$ cat src/rtl/nibble_serial_add_sub_ctrl_pkg.sv
// Shared definitions for the nibble-serial add/subtract sequencer.
// Holds the controller state encoding and the operation mode constants.
package nibble_serial_add_sub_ctrl_pkg;

   typedef enum logic [1:0] {
      IDLE = 2'd0,
      RUN  = 2'd1,
      DONE = 2'd2
   } state_t;

   localparam logic MODE_ADD = 1'b0;
   localparam logic MODE_SUB = 1'b1;

endpackage : nibble_serial_add_sub_ctrl_pkg

$ cat src/rtl/nibble_serial_add_sub_ctrl_slice.sv
// Purely combinational 4-bit ripple-carry adder slice.
// It exposes the carry into bit 3 so the controller can derive signed overflow.
module add_sub_nibble_slice (
   input  logic [3:0] a,
   input  logic [3:0] b,
   input  logic       cin,
   output logic [3:0] s,
   output logic       c3,
   output logic       c4
);

   logic [4:0] w_c;

   // NOTE: every output of a combinational block gets a value on every path, otherwise a latch is inferred.
   always_comb begin
      w_c    = '0;
      s      = '0;
      w_c[0] = cin;
      for (int i = 0; i < 4; i++) begin
         s[i]       = a[i] ^ b[i] ^ w_c[i];
         w_c[i + 1] = (a[i] & b[i]) | (w_c[i] & (a[i] ^ b[i]));
      end
      c3 = w_c[3];
      c4 = w_c[4];
   end

endmodule : add_sub_nibble_slice

$ cat src/rtl/nibble_serial_add_sub_ctrl.sv
// Multi-precision add/subtract sequencer: one shared 4-bit slice, one nibble per
// cycle LSB first, with a start/busy/done handshake and held result flags.
module nibble_serial_add_sub_ctrl
   import nibble_serial_add_sub_ctrl_pkg::*;
#(
   parameter int NIBBLES = 4
) (
   input  logic                   clk,
   input  logic                   rst,
   input  logic                   start,
   input  logic                   mode,
   input  logic [4*NIBBLES-1:0]   a_in,
   input  logic [4*NIBBLES-1:0]   b_in,
   output logic                   busy,
   output logic                   done,
   output logic [4*NIBBLES-1:0]   result,
   output logic                   carry_out,
   output logic                   overflow,
   output logic                   zero
);

   localparam int W     = 4 * NIBBLES;
   localparam int IDX_W = (NIBBLES > 1) ? $clog2(NIBBLES) : 1;

   state_t             r_state;
   state_t             w_next_state;
   logic [W-1:0]       r_a;
   logic [W-1:0]       r_b;
   logic               r_mode;
   logic               r_carry;
   logic [IDX_W-1:0]   r_idx;
   logic [W-1:0]       r_result;
   logic               r_carry_out;
   logic               r_overflow;
   logic               r_zero;

   logic               w_accept;
   logic               w_last;
   logic [3:0]         w_a_nib;
   logic [3:0]         w_b_nib;
   logic [3:0]         w_sum;
   logic               w_c3;
   logic               w_c4;
   logic [W-1:0]       w_result_next;

   // Start is honoured only outside RUN, so back-to-back ops can launch from DONE.
   assign w_accept = start && ((r_state == IDLE) || (r_state == DONE));
   assign w_last   = (r_idx == IDX_W'(NIBBLES - 1));

   // Subtract is A + ~B + 1: the +1 enters as the initial carry latched with start.
   assign w_a_nib  = r_a[4*r_idx +: 4];
   assign w_b_nib  = r_b[4*r_idx +: 4] ^ {4{r_mode}};

   add_sub_nibble_slice u_slice (
      .a   (w_a_nib),
      .b   (w_b_nib),
      .cin (r_carry),
      .s   (w_sum),
      .c3  (w_c3),
      .c4  (w_c4)
   );

   always_comb begin
      w_result_next                = r_result;
      w_result_next[4*r_idx +: 4]  = w_sum;
   end

   // NOTE: sequential state uses non-blocking assignments so every register samples pre-edge values.
   always_ff @(posedge clk) begin
      if (rst) begin
         r_state <= IDLE;
      end else begin
         r_state <= w_next_state;
      end
   end

   always_comb begin
      w_next_state = r_state;
      case (r_state)
         IDLE:    if (start) w_next_state = RUN;
         RUN:     if (w_last) w_next_state = DONE;
         DONE:    w_next_state = start ? RUN : IDLE;
         default: w_next_state = IDLE;
      endcase
   end

   always_comb begin
      busy      = (r_state == RUN);
      done      = (r_state == DONE);
      result    = r_result;
      carry_out = r_carry_out;
      overflow  = r_overflow;
      zero      = r_zero;
   end

   always_ff @(posedge clk) begin
      if (rst) begin
         r_a         <= '0;
         r_b         <= '0;
         r_mode      <= MODE_ADD;
         r_carry     <= 1'b0;
         r_idx       <= '0;
         r_result    <= '0;
         r_carry_out <= 1'b0;
         r_overflow  <= 1'b0;
         r_zero      <= 1'b0;
      end else if (w_accept) begin
         r_a         <= a_in;
         r_b         <= b_in;
         r_mode      <= mode;
         r_carry     <= mode;
         r_idx       <= '0;
         r_result    <= '0;
         r_carry_out <= 1'b0;
         r_overflow  <= 1'b0;
         r_zero      <= 1'b0;
      end else if (r_state == RUN) begin
         r_result <= w_result_next;
         r_carry  <= w_c4;
         r_idx    <= r_idx + IDX_W'(1);
         if (w_last) begin
            r_carry_out <= w_c4;
            r_overflow  <= w_c3 ^ w_c4;
            r_zero      <= (w_result_next == '0);
         end
      end
   end

endmodule : nibble_serial_add_sub_ctrl

$ cat config.mk
export PLATFORM = sky130hd
export DESIGN_NAME = nibble_serial_add_sub_ctrl
export DESIGN_NICKNAME = d
export VERILOG_FILES = /design/src/rtl/nibble_serial_add_sub_ctrl_pkg.sv /design/src/rtl/nibble_serial_add_sub_ctrl_slice.sv /design/src/rtl/nibble_serial_add_sub_ctrl.sv
export SDC_FILE = /design/constraint.sdc
export NUM_CORES = 1
export LEC_CHECK = 0
export BUFFER_PORTS_ARGS = -buffer_cell sky130_fd_sc_hd__buf_2
export CAP_MARGIN = 0
export CORE_MARGIN = 10
export CORE_UTILIZATION = 58
export CTS_CLUSTER_SIZE = 25
export DETAILED_ROUTE_END_ITERATION = 8
export PLACE_DENSITY_LB_ADDON = 0.3
export SYNTH_ARGS = -nofsm -noshare
export SYNTH_HDL_FRONTEND = slang
export SYNTH_SLANG_ARGS = --single-unit
$ cat constraint.sdc
create_clock -name clk -period 9.6 [get_ports clk]
set_input_delay 0.96 -clock clk [delete_from_list [all_inputs] [get_ports clk]]
set_output_delay 0.96 -clock clk [all_outputs]
set_load 0.005 [all_outputs]
# After elaboration in Yosys (flattened, before gate mapping)

Cells that the tools add are included.
Widths: inputs -> output; s select.

Register bits after elaboration: 57
Bits of input ports: 36
Output and inout bits: 21

Add/sub/neg operators: 2
Equality and inequality tests: 5
Shift-type cells: 4
Multiplexer cells: 7
Bitwise gates (word level): 22
Reductions and logical operators: 8

Operators with widths:

| kind                    | count |
|---|---|
| $neg 4->34              | 1 |
| $shift 4x34->16 const A | 1 |
| $shiftx 4x34->16        | 1 |
| $shiftx 16x5->4         | 2 |
| $bwmux 16               | 1 |
| $logic_not 16->1        | 1 |
| $xor 1x1->1             | 9 |
| $and 1x1->1             | 8 |
| $pmux 2 s3              | 1 |
| $eq 2x2->1 const B      | 2 |
| $mux 2                  | 2 |
| $or 1x1->1              | 4 |
| $reduce_and 2->1        | 2 |
| $xor 4x4->4             | 1 |
| $mux 1                  | 3 |
| $add 2x1->2 const B     | 1 |
| $eq 2x1->1 const B      | 1 |
| $logic_not 2->1         | 1 |
| $ne 2x1->1 const B      | 1 |
| $ne 2x2->1 const B      | 1 |
| $reduce_bool 2->1       | 1 |
| $reduce_or 2->1         | 1 |
| $logic_and 1x1->1       | 1 |
| $logic_or 1x1->1        | 1 |

# Depth between registers and ports, before layout

Gate-level depths: netlist of run 1.

Word-level depth: 13
Depth in mapped cells: 13
Gate-level depth less buffers: 12

# Modules after synthesis

Synthesis of run 1 repeated with hierarchy kept, for this count alone.

Cell total of the unflattened synthesis: 318
Area total of the unflattened synthesis: 2,730.1 um^2

By module, submodules not included:

| module                     | times used | cells each | area an instance (um^2) |
|---|---|---|---|
| nibble_serial_add_sub_ctrl | 1          | 306        | 2,620.0 |
| add_sub_nibble_slice       | 1          | 12         | 110.1 |

# Worst setup path before layout of run 1

OpenSTA, ideal clock, no wires.

Path type: flip-flop to flip-flop
From: reg r_idx[0]
To: reg r_zero (netlist: zero)
Data arrival time: 3.161 ns
Setup slack: 6.364 ns
Cell stages (with the launch flop): 13
Buffers on the path: 1
Period minus slack after synthesis: 3.236 ns
Path through: dfxtp_1 -> buf_6 -> mux4_1 -> xor2_1 -> fa_1 -> inv_1 -> fa_1 -> fa_1 -> inv_1 -> fa_1 -> a21oi_1 -> nand4_1 -> o22ai_1

Cells in the longest elaborated chain, start to end: 13
Elaborated cells on any way between the ends: 27

RTL lines:

| what                     | line                                                                           | text |
|---|---|---|
| start: declaration       | nibble_serial_add_sub_ctrl.sv:31                                               | `logic [IDX_W-1:0] r_idx;` |
| start signal: assignment | nibble_serial_add_sub_ctrl.sv:120                                              | `r_idx <= r_idx + IDX_W'(1);` |
| $shiftx 16x5->4          | nibble_serial_add_sub_ctrl.sv:52                                               | `assign w_b_nib = r_b[4*r_idx +: 4] ^ {4{r_mode}};` |
| $xor 4x4->4              | nibble_serial_add_sub_ctrl.sv:52                                               |  |
| $xor 1x1->1              | nibble_serial_add_sub_ctrl_slice.sv:20, nibble_serial_add_sub_ctrl_slice.sv:21 |  |
| $and 1x1->1              | nibble_serial_add_sub_ctrl_slice.sv:21                                         | `w_c[i + 1] = (a[i] & b[i]) \| (w_c[i] & (a[i] ^ b[i]));` |
| $or 1x1->1               | nibble_serial_add_sub_ctrl_slice.sv:21                                         |  |
| $and 1x1->1              | nibble_serial_add_sub_ctrl_slice.sv:21                                         |  |
| $or 1x1->1               | nibble_serial_add_sub_ctrl_slice.sv:21                                         |  |
| $and 1x1->1              | nibble_serial_add_sub_ctrl_slice.sv:21                                         |  |
| $or 1x1->1               | nibble_serial_add_sub_ctrl_slice.sv:21                                         |  |
| $xor 1x1->1              | nibble_serial_add_sub_ctrl_slice.sv:20                                         | `s[i] = a[i] ^ b[i] ^ w_c[i];` |
| $shiftx 4x34->16         | nibble_serial_add_sub_ctrl.sv:65                                               | `w_result_next[4*r_idx +: 4] = w_sum;` |
| $bwmux 16                | nibble_serial_add_sub_ctrl.sv:65                                               |  |
| $logic_not 16->1         | nibble_serial_add_sub_ctrl.sv:124                                              | `r_zero <= (w_result_next == '0);` |
| end signal: assignment   | nibble_serial_add_sub_ctrl.sv:124                                              |  |
| end: declaration         | nibble_serial_add_sub_ctrl.sv:35                                               | `logic r_zero;` |

Parallel ways exist; a longest one is shown, timed or not.
A chain may end at the register's enable or synchronous reset.

# Final worst setup path of run 1

Same ends and word-level chain as after synthesis.

==> results of run 1 <==
## cells in the mapped netlist, types with 2 or more instances
cell type	instances	area (µm²)
a21oi_1	44	220
a22oi_1	8	60.1
a2bb2oi_1	2	17.5
buf_2	7	35.0
buf_6	2	22.5
clkbuf_1	10	37.5
dfxtp_1	57	1140
fa_1	4	80.1
ha_1	6	75.1
inv_1	6	22.5
mux4_2	7	158
nand2_1	83	312
nand2b_1	3	18.8
nand3_1	3	15.0
nand4bb_1	2	22.5
nor2_1	32	120
nor2b_1	3	18.8
nor3_1	3	15.0
nor4_1	4	25.0
o21ai_0	2	10.0
o22ai_1	4	25.0
xnor2_1	2	17.5
xor2_1	3	26.3
## state kept, by name (all words and copies together) (netlist names)
| name | count |
|---|---|
| r_a | 16 |
| r_b | 16 |
| result | 16 |
| r_idx | 2 |
| r_state | 2 |
| carry_out | 1 |
| overflow | 1 |
| r_carry | 1 |
| r_mode | 1 |
| zero | 1 |
## worst max-delay path by stage
stage,start,endpoint,slack (ns)
after floorplan,r_idx[0],zero,6.36
after global placement,r_idx[0],zero,6.17
after detailed placement,r_idx[0],zero,6.04
after CTS,r_idx[0],zero,6.03
after global routing,r_idx[0],zero,5.84
final,r_idx[0],zero,6.04
## final cells by class
cell class | count | area share, %
Clock buffer | 14 | 5.85
Clock inverter | 2 | 0.321
Inverter | 8 | 1.36
Multi-Input combinational cell | 229 | 44.3
Sequential cell | 57 | 36.6
Tap cell | 52 | 2.09
Timing Repair Buffer | 58 | 9.46
## worst max-delay path: stages, from the launching register on
cell	delay [ns]
dfxtp_1	0.31
buf_4	0.27
mux4_1	0.60
xor2_1	0.19
fa_1	0.20
inv_1	0.05
fa_1	0.38
fa_1	0.42
inv_1	0.09
fa_1	0.52
a21oi_1	0.18
nand4_1	0.10
o22ai_1	0.16
## metal layers
layer	wire, µm	track usage (%)
met5	0	0
met4	99	6.99
met3	473	6.04
met2	3240	28.2
met1	2560	20.3
## metrics by stage
step           power, mW  utilization, %  hold WS, ns  setup WS (ns)
3_3_place_gp       0.333            66.3        0.441           6.17
2_1_floorplan      0.314               -        0.432           6.36
3_5_place_dp       0.335            66.3        0.446           6.04
4_1_cts            0.544            70.7        0.454           6.03
6_report           0.541            70.7        0.453           6.04
5_1_grt            0.565            70.7        0.477           5.84
## report_power, final
group | switching (mW) | total [mW] | internal, mW
registers | 0.00629 | 0.253 | 0.247
clock network | 0.0900 | 0.211 | 0.121
logic | 0.0459 | 0.0770 | 0.0311
## logic make-up after synthesis
kind of cell	Yosys count
xor gates and xnor gates	5
adders and majority gates	10
muxes	8
and+or+nand+nor	143
buffers and inverters	29
DFF	57
AOI/OAI and AO/OA	63
==> flow_metrics.tcl, run 1 <==
set metrics [dict create \
    num_rows 24 \
    gp_routability_congestion 0.884 \
    die_x_um 88.1 \
    ant_nets 0 \
    crit_arrival_ns 3.81 \
    die_y_um 88.1 \
    reg2regPathDepth 12 \
    async_flop_share_pct 0 \
    drt-initial-drc-count 217 \
    critPathLaunchType "register" \
    worst_slew_pin_slew_ns 1.04 \
    grt_start_max_net_pins 39 \
    hpwlAfterDp_um 4590 \
    post-route-period-util_pct 37.1 \
    peakVddDrop_v 0.000101 \
    multi_input_area_um2 1380 \
    worstPathRequired_ns 9.85 \
    grt_pass1_vias 2293 \
    core_area_um2 4410 \
    initial_utilization_pct 60.9 \
    ys_ff_latch 57 \
    leakagePower_nw 1.31 \
    dp.cells 404 \
    drt-vias-per-instance 5.60 \
    layout_common_cells "nand2_1 (83), dfxtp_1 (57), buf_2 (56), a21oi_1 (44), nor2_1 (32)" \
    synth_top_family_by_area "simple AND/OR/NAND/NOR gates" \
    area_growth_pct 16.0 \
    rsz0062_at_grt "false" \
    hold_viol 0 \
    drv_slew 0 \
    yosysWarnings 0 \
    drt_wl_total_um 6380 \
    fill_cells 341 \
    placed_area_um2 2930 \
    cts-resized-gates 0 \
    synth_cell_types 41 \
    grt_pass1_wl_um 10600 \
    synth_edf_count 0 \
    worstReg2RegEnd "zero" \
    synthCells 315 \
    first_pass_iters 4 \
    finalInstanceArea_um2 3120 \
    powerDensity_nw_per_um2 173 \
    cts-root-buf "clkbuf_8" \
    max_clock_freq_mhz 281 \
    yosys.area_share.simple_pct 24.0 \
    synth_ff_type "dfxtp_1" \
    min_to "r_b[12]" \
    vias 2350 \
    finalSetupViolations 0 \
    relSlewSlack_pct 30.8 \
    fin_skew_ns 0.00825 \
    r2r_setup_slack_ns 6.04 \
    hp-start "r_b[12]" \
    final_cells 420 \
    regArea_um2 1140 \
    post-cts-setup-buffers 0 \
    finalNetCount 409 \
    grt.overflow.total 0 \
    cp_max_fo 22 \
    synth-compound-area-share_pct 13.2 \
    final_common_cell "nand2_1" \
    synth_xor_area_share_pct 1.63 \
    endpoint_kind "register" \
    cts_hold_buf 0 \
    period_minus_slack_ns 3.56 \
    htree_num_levels 3 \
    syn_nets 361 \
    clock_sinks 57 \
    cts_tree "done" \
    diodes 0 \
    synth_area_um2 2690 \
    hold_path_class "register to register" \
    clockBufferDepth 2 \
    crit_type "register to register" \
    antenna_found_initial 0 \
    drc 0 \
    run_status "completed" \
    ys_seq_area_share_pct 42.4 \
    grt.total_usage_pct 17.3 \
    cts_buffers 9 \
    clkLatencyLatePin_ns 0.33 \
    avgSynthCellArea_um2 8.54 \
    r2r_start "r_idx[0]" \
    wl_per_cell_um 15.2 \
    ios 57 \
    synthMuxAreaShare_pct 6.84 \
    io_buffers 56 \
    synth_fa_ha_area_share_pct 5.77 \
    cap_violations 0 \
    tns_ns 0 \
    clkTransAtPathRegs_ns 0.06 \
    dieArea_um2 7760 \
    hold_path_depth 2 \
    drive_gt1_share_pct 23.6 \
]
(Power assumes the default switching activity.)
==> inputs of run 2 (changes only) <==
--- a/config.mk
+++ b/config.mk
@@ -8,7 +8,7 @@
 export BUFFER_PORTS_ARGS = -buffer_cell sky130_fd_sc_hd__buf_2
 export CAP_MARGIN = 0
 export CORE_MARGIN = 10
-export CORE_UTILIZATION = 58
+export CORE_UTILIZATION = 54
 export CTS_CLUSTER_SIZE = 25
 export DETAILED_ROUTE_END_ITERATION = 8
 export PLACE_DENSITY_LB_ADDON = 0.3
==> constraint.sdc (replaced) <==
create_clock -name clk -period 3.6 [get_ports clk]
set_input_delay 0.36 -clock clk [delete_from_list [all_inputs] [get_ports clk]]
set_output_delay 0.36 -clock clk [all_outputs]
set_load 0.005 [all_outputs]
==> run 2 against run 1 <==
  * Die area rose by 5.7%
  * Via count fell by 1.6%
  * Clock power rose by 150%
  * Critical endpoint unchanged
  * Largest cell class unchanged
  * Highest routed layer unchanged
==> flow_metrics.tcl, run 2 (synthesized netlist as in run 1, its figures left out) <==
set metrics [dict create \
    ant_nets 0 \
    rsz0062_at_grt "false" \
    worstPathRequired_ns 3.84 \
    diodes 0 \
    clock_sinks 57 \
    r2r_setup_slack_ns 0.28 \
    vias 2312 \
    fin_hold_ws_ns 0.261 \
    powerDensity_nw_per_um2 449 \
    run_status "completed" \
    cp_max_fo 21 \
    worstReg2RegEnd "zero" \
    worst_slew_pin_slew_ns 1.03 \
    io_buffers 56 \
    period_minus_slack_ns 3.32 \
    post-cts-setup-buffers 0 \
    die_x_um 90.6 \
    dieArea_um2 8200 \
    first_pass_iters 4 \
    clkTransAtPathRegs_ns 0.06 \
    peakVddDrop_v 0.000276 \
    crit_arrival_ns 3.56 \
    hpwlAfterDp_um 4560 \
    grt_pass1_wl_um 10700 \
    crit_path_end "zero" \
    endpoint_kind "register" \
    critPathLaunchType "register" \
    drt-vias-per-instance 5.30 \
    power_mw 1.40 \
    initial_utilization_pct 56.2 \
    startpoint "r_idx[0]" \
    leakagePower_nw 1.31 \
    relSlewSlack_pct 31.5 \
    grt_start_max_net_pins 39 \
    num_rows 25 \
    antenna_found_initial 0 \
    die_y_um 90.6 \
    drt_wl_total_um 6420 \
    post-route-period-util_pct 92.3 \
    tns_ns 0 \
    grt.overflow.total 0 \
    grt.total_usage_pct 15.6 \
    finalNetCount 410 \
    fin_skew_ns 0.00435 \
    finalSetupViolations 0 \
    crit_type "register to register" \
    htree_num_levels 3 \
    drc 0 \
    layout_common_cells "nand2_1 (83), dfxtp_1 (57), buf_2 (56), a21oi_1 (44), nor2_1 (32)" \
    hold_viol 0 \
    cts-root-buf "clkbuf_8" \
    r2r_start "r_idx[0]" \
    reg2regPathDepth 10 \
    wl_per_cell_um 14.7 \
    final_common_cell "nand2_1" \
    drt-initial-drc-count 189 \
    hold_path_class "input port to register" \
    grt_pass1_vias 2288 \
    dp.cells 420 \
    cts_hold_buf 0 \
    cts-resized-gates 0 \
    fill_cells 421 \
    clockBufferDepth 2 \
    cts_buffers 9 \
    core_area_um2 4790 \
    fin_ws_ns 0.277 \
    cap_violations 0 \
    clkLatencyLatePin_ns 0.33 \
    ios 57 \
    final_cells 436 \
    max_clock_freq_mhz 301 \
    gp_routability_congestion 0.840 \
    drv_slew 0 \
    drive_gt1_share_pct 23.6 \
    cts_tree "done" \
    place_ws_ns 0.310 \
    area_growth_pct 16.3 \
]
## run 2: per-stage QoR
step	util (%)	area [µm²]
global route	65.4	3130
detailed placement	61.7	2950
global placement	61.7	2950
finish	65.4	3130
CTS	65.4	3130
floorplan	-	2690
## run 2: worst min path at each step
stage,depth (start not counted),slack (ns),start,to
2_1_floorplan,2,0.43,r_b[4],r_b[4]
3_3_place_gp,2,0.44,r_b[12],r_b[12]
3_5_place_dp,2,0.45,r_b[7],r_b[7]
4_1_cts,3,0.25,a_in[9],r_a[9]
5_1_grt,3,0.26,b_in[10],r_b[10]
6_report,3,0.26,a_in[9],r_a[9]
## run 2: routing by layer
layer	GRT usage, %	part of all wire [%]	wire [µm]
met1	18.7	46	2930
met2	24.8	46	2980
met3	4.49	7.3	468
met4	7.96	0.64	41
met5	0	0	0
## run 2: critical path, stage by stage (launching register included)
cell     delay (ns)
dfxtp_1        0.33
buf_4          0.28
mux4_2         0.55
xnor2_1        0.16
fa_1           0.41
fa_1           0.42
inv_1          0.09
fa_1           0.52
a21oi_1        0.18
nand4_1        0.11
o22ai_1        0.18
## run 2: layout make-up
class | instances | area [µm²] | area share (%)
multi-input cells | 229 | 1380 | 44.2
flip-flops and latches | 57 | 1140 | 36.5
repair buffers | 59 | 303 | 9.68
clock buffers | 13 | 159 | 5.08
well taps | 67 | 83.8 | 2.68
inverters | 8 | 42.5 | 1.36
clock inverters | 3 | 15.0 | 0.480
## run 2: report_power, final
group	switching, mW	total [mW]	internal [mW]
sequential	0.0163	0.674	0.658
clock	0.238	0.522	0.284
combinational	0.125	0.208	0.0831
total	0.379	1.40	1.02
